### config.mk
export PLATFORM = sky130hd
export DESIGN_NAME = fetch_unit
export DESIGN_NICKNAME = d
export VERILOG_FILES = /design/src/rtl/fetch_unit.sv
export SDC_FILE = /design/constraint.sdc
export NUM_CORES = 1
export LEC_CHECK = 0
export ABC_CLOCK_PERIOD_IN_PS = 2100
export CORE_MARGIN = 3
export CORE_UTILIZATION = 30
export DETAILED_ROUTE_END_ITERATION = 12
export GPL_TIMING_DRIVEN = 0
export PLACE_DENSITY = 0.67
export RECOVER_POWER = 100
export SETUP_SLACK_MARGIN = 0.3
export SLEW_MARGIN = 20
export SYNTH_ARGS = -nofsm -noshare
export SYNTH_HDL_FRONTEND = slang
export SYNTH_SLANG_ARGS = --single-unit
### constraint.sdc
create_clock -name clk -period 2.1 [get_ports clk]
set_input_delay 0.315 -clock clk [delete_from_list [all_inputs] [get_ports clk]]
set_output_delay 0.315 -clock clk [all_outputs]
set_load 0.02 [all_outputs]
### src/rtl/fetch_unit.sv
// fetch_unit -- single-issue instruction fetch stage.
//
// Presents a fetch address to a registered instruction memory and forwards
// the returning word to decode one cycle later. One instruction per clock in
// steady state, a single bubble after reset release and after each redirect.
//
// Ports:
//   clk            in   1   clock, rising-edge active
//   reset          in   1   asynchronous, active-high reset
//   stall          in   1   decode-stage hold request
//   redirect       in   1   taken branch/jump, one cycle wide (wins over stall)
//   redirect_addr  in   6   branch/jump target, valid while redirect=1
//   instruction    in  32   memory read data for the Addr of the previous cycle
//   Addr           out  6   memory read address (combinational)
//   inst_out       out 32   registered instruction to decode
//   pc_out         out  6   address of inst_out
//   inst_valid     out  1   inst_out holds a real fetched word
//   fetch_count    out 16   valid instructions delivered, saturating
//
// Handshake: there is no ready/valid pair on the memory side. A word requested
// via Addr in cycle N is on instruction in cycle N+1. inst_valid qualifies
// inst_out for every cycle it is high; decode holds the stage with stall, and
// while stalled the outputs do not change.
module fetch_unit #(
    parameter logic [31:0] NOP_WORD = 32'h0007_8000,
    parameter logic [5:0]  RESET_PC = 6'd0
) (
    input  logic        clk,
    input  logic        reset,
    input  logic        stall,
    input  logic        redirect,
    input  logic [5:0]  redirect_addr,
    input  logic [31:0] instruction,
    output logic [5:0]  Addr,
    output logic [31:0] inst_out,
    output logic [5:0]  pc_out,
    output logic        inst_valid,
    output logic [15:0] fetch_count
);

    localparam logic [0:0] ST_FILL = 1'b0;
    localparam logic [0:0] ST_RUN  = 1'b1;

    logic [0:0] state;
    logic [5:0] pc;        // next address to request
    logic [5:0] fetch_pc;  // address of the word currently returning

    // While stalled in RUN the in-flight address is re-issued so the memory
    // keeps presenting the same word; a redirect always takes priority.
    always_comb begin
        Addr = pc;
        if (redirect) begin
            Addr = redirect_addr;
        end else if (state == ST_RUN && stall) begin
            Addr = fetch_pc;
        end
    end

    always_ff @(posedge clk or posedge reset) begin
        if (reset) begin
            state       <= ST_FILL;
            pc          <= RESET_PC;
            fetch_pc    <= RESET_PC;
            inst_out    <= NOP_WORD;
            pc_out      <= RESET_PC;
            inst_valid  <= 1'b0;
            fetch_count <= 16'd0;
        end else if (redirect) begin
            // The word arriving now belongs to the wrong path: squash it.
            // Target is requested this cycle, so it reaches inst_out next edge.
            state      <= ST_RUN;
            inst_out   <= NOP_WORD;
            inst_valid <= 1'b0;
            fetch_pc   <= redirect_addr;
            pc         <= redirect_addr + 6'd1;
        end else if (state == ST_FILL) begin
            // Memory output is stale right after reset; emit a bubble.
            state      <= ST_RUN;
            inst_out   <= NOP_WORD;
            inst_valid <= 1'b0;
            fetch_pc   <= pc;
            pc         <= pc + 6'd1;
        end else if (!stall) begin
            inst_out   <= instruction;
            pc_out     <= fetch_pc;
            inst_valid <= 1'b1;
            fetch_pc   <= pc;
            pc         <= pc + 6'd1;
            if (fetch_count != 16'hFFFF) begin
                fetch_count <= fetch_count + 16'd1;
            end
        end
    end

endmodule

==> key figures <==
Power and ir drop
  – Logic pwr share: 0.223
  – Int Power: 2.593 mW
  – Clk pwr share: 0.343
  – Static Leak: 2.235 nW
  – Switching pwr: 1.080 mW
  – Pwr Density: 785.5 mW/mm^2
  – Reg power frac: 0.435
  – Sw Share: 0.2941
  – Pwr Total: 3.673 mW
  – Worst VDD drop: 0.0004184 V

Place
  – RD Place Congestion: 0.8445
  – IO Port Bufs: 102
  – Post-DP Area: 0.004337 sq mm
  – Dpl hpwl: 5527 um

Timing
  – RSZ-0062 raised after global routing: yes
  – Period minus WS final: 1.911 ns
  – Final Hold Fails: 0
  – Max frequency: 523.3 MHz
  – Slew HR: 0.3617
  – Slew @ Worst Pin: 0.9522 ns
  – Slew Viols, Final: 0
  – Clk_skew: 0.01069 ns
  – Fin crit share: 0.9100
  – Setup violations, final: 0

Routing
  – WL/cell: 14.14 um
  – Post-Route WL: 7663 um
  – Drt drc: 0
  – Antenna Violating Nets Remaining: 0
  – Vias: 2526
  – 1st-pass router iterations: 4
  – First DRT Iteration DRCs: 60
  – Vias per cell: 4.661

Clock tree
  – Sink Count: 68
  – CTS tree: built
  – Insertion delay to the later sink of the worst-skew pair: 0.35 ns
  – # H-tree levels: 3
  – CTS Buf Count: 9
  – # hold bufs at CTS: 0
  – Clk slew on worst S/H paths: 0.07 ns
  – CTS root buf: clkbuf_8
  – Max Root-Sink Buffers: 2

Synthesis
  – Post-synthesis sequential area ratio: 0.5518
  – Cell variety after synth: 42
  – Synthesized area: 0.003093 sq mm
  – Area leader, netlist: dfrtp_1
  – Seq cells post-synth: 68
  – Synth Warn #: 0
  – Synth top area share: 0.5178
  – Post-Synthesis Net Count: 316
  – Syn_area_per_cell: 11.37 sq um
  – Area contributors post-synth: dfrtp_1, mux2i_1, nor2_1, mux2_2, dfstp_2
  – Syn Inst Count: 272

Layout
  – Nets: 448
  – Commonest cells after routing, fill and taps aside: dfrtp_1, dlygate4sd3_1, clkdlybuf4s50_1, mux2i_1, nor2_1
  – Fill cells: 956
  – Area delta synth->final: 51.17%
  – Share of post-route cells with drive strength above 1: 0.1663
  – Antenna diode count: 0
  – Post-route cell area: 0.004676 sq mm
  – Most common cell after layout, fill and taps aside: dfrtp_1

Die
  – Row count: 36
  – Die X: 107.5 um
  – Initial Utilization: 0.3121
  – I/O pin total: 103
  – Die area: 0.01156 sq mm
  – Core Region: 0.009910 sq mm
  – Die H: 107.5 um

Hold path
  – Worst Hold Class: reg -> reg
  – Min-Delay Path Depth: 1

Worst setup path
  – Worst-path fanout max: 7
  – R2R cell count: 5
  – Crit. End Element: output pin
  – Setup CP Type: reg -> out
  – Worst endpoint required time: 1.78 ns
  – Arrival time at the worst endpoint: 1.60 ns
  – Worst setup SP type: register

GRT
  – Remaining Overflow, GRT: 0
  – Largest net degree at the start of global routing: 33
  – Vias in the first global route: 2553
  – First-pass GRT wire length: 12470 um
  – Initial antenna violation count: 0
  – GRT Overall Usage: 0.1353

Outcome
  – Status: finished clean

Flow run
  – Max capacitance violation total: 0
[power by group through the flow]
stage / logic (mW) / clock network (mW) / registers (mW)
after global routing: 0.893 / 1.35 / 1.62
final: 0.818 / 1.26 / 1.60
after global placement: 0.845 / 0 / 1.61
after detailed placement: 0.870 / 0 / 1.62
after floorplan: 0.334 / 0 / 1.72
after CTS: 0.867 / 1.30 / 1.60
[area by class of cell]
type                            count  area (sq um)  share of cell area
Sequential cell                    68          1712              0.3661
Multi-Input combinational cell    190          1353              0.2893
Timing Repair Buffer              121          1114              0.2382
Tap cell                          133         166.4             0.03559
Clock buffer                       11         151.4             0.03238
Clock inverter                      5         83.83             0.01793
Buffer                             11         83.83             0.01793
Inverter                            3         12.51            0.002676
[synthesized netlist by cell type, drive strengths merged]
cell / instances
nor2b: 1
nand2b: 4
a211oi: 2
dfrtp: 64
nand2: 19
nand4: 6
o211ai: 2
a31oi: 1
buf: 5
nand4b: 1
mux2i: 35
a21oi: 6
xor2: 10
nor3b: 2
inv: 3
and4: 1
and4bb: 1
a21o: 3
ha: 2
nor4: 4
xnor2: 5
o2111ai: 1
nor2: 37
and2b: 1
a221oi: 1
nand3b: 1
nor3: 5
and3: 2
conb: 1
dfstp: 4
mux2: 12
nand3: 9
o21ai: 12
clkbuf: 6
and3b: 2
and4b: 1
[final timing paths]
path | slack [ns] | from | to
min reg2reg | 0.50 | fetch_count[15] | fetch_count[15]
min | 0.50 | fetch_count[15] | fetch_count[15]
max | 0.19 | state | Addr[4]
min in group asynchronous | 0.57 | reset | inst_out[1]
max reg2reg | 0.25 | fetch_count[0] | fetch_count[1]
max in group asynchronous | 0.83 | reset | inst_out[17]
[registers in the layout, indices dropped and copies added, names as in the netlist]
name / cells
pc_out: 6
inst_valid: 1
pc: 6
fetch_pc: 6
fetch_count: 16
inst_out: 32
state: 1
[per-layer routing]
layer	global-route usage	part of all wire	up-vias
met5	0	0	-
met4	0.04779	0.014	0
met3	0.04379	0.062	10
met2	0.2167	0.47	73
met1	0.1714	0.45	1221
li1	-	-	1222
[repair_timing]
item                       in CTS  in global routing
setup endpoints to repair      32                 26
pin swaps                       3                  5
setup buffers                   9                  8
resized for setup              56                 25
[stage by stage]
stage | setup TNS (ns) | util | instances | hold WS [ns] | setup slack (ns)
6_report | 0 | 0.4718 | 542 | 0.4992 | 0.1891
5_1_grt | 0 | 0.4718 | 542 | 0.5160 | 0.1028
4_1_cts | 0 | 0.4699 | 534 | 0.3241 | 0.2202
3_5_place_dp | -7.894 | 0.4376 | 509 | 0.4859 | -0.7491
3_3_place_gp | -7.554 | 0.4328 | 507 | 0.4726 | -0.7227
2_1_floorplan | 0 | - | 272 | 0.4475 | 0.3251
[cell families (layout without fill, tap and decap cells)]
group / Yosys count / after routing / share of synthesized area
other: 1 / 1 / 0.001212
AO/OA/AOI/OAI: 28 / 28 / 0.05380
buffers and inverters: 14 / 151 / 0.01901
AND/OR/NAND/NOR: 97 / 97 / 0.1655
adder cells (fa/ha/maj): 2 / 2 / 0.008089
multiplexers: 47 / 47 / 0.1582
XOR/XNOR: 15 / 15 / 0.04247
flip-flops: 68 / 68 / 0.5518
[worst max-delay path, stage by stage (launching register included)]
cell and delay, ns:
dfrtp_1 0.42, and3b_1 0.20, buf_8 0.14, buf_8 0.13
o21ai_1 0.12, clkbuf_1 0.25
No activity file was read; power rests on OpenSTA's default activity.
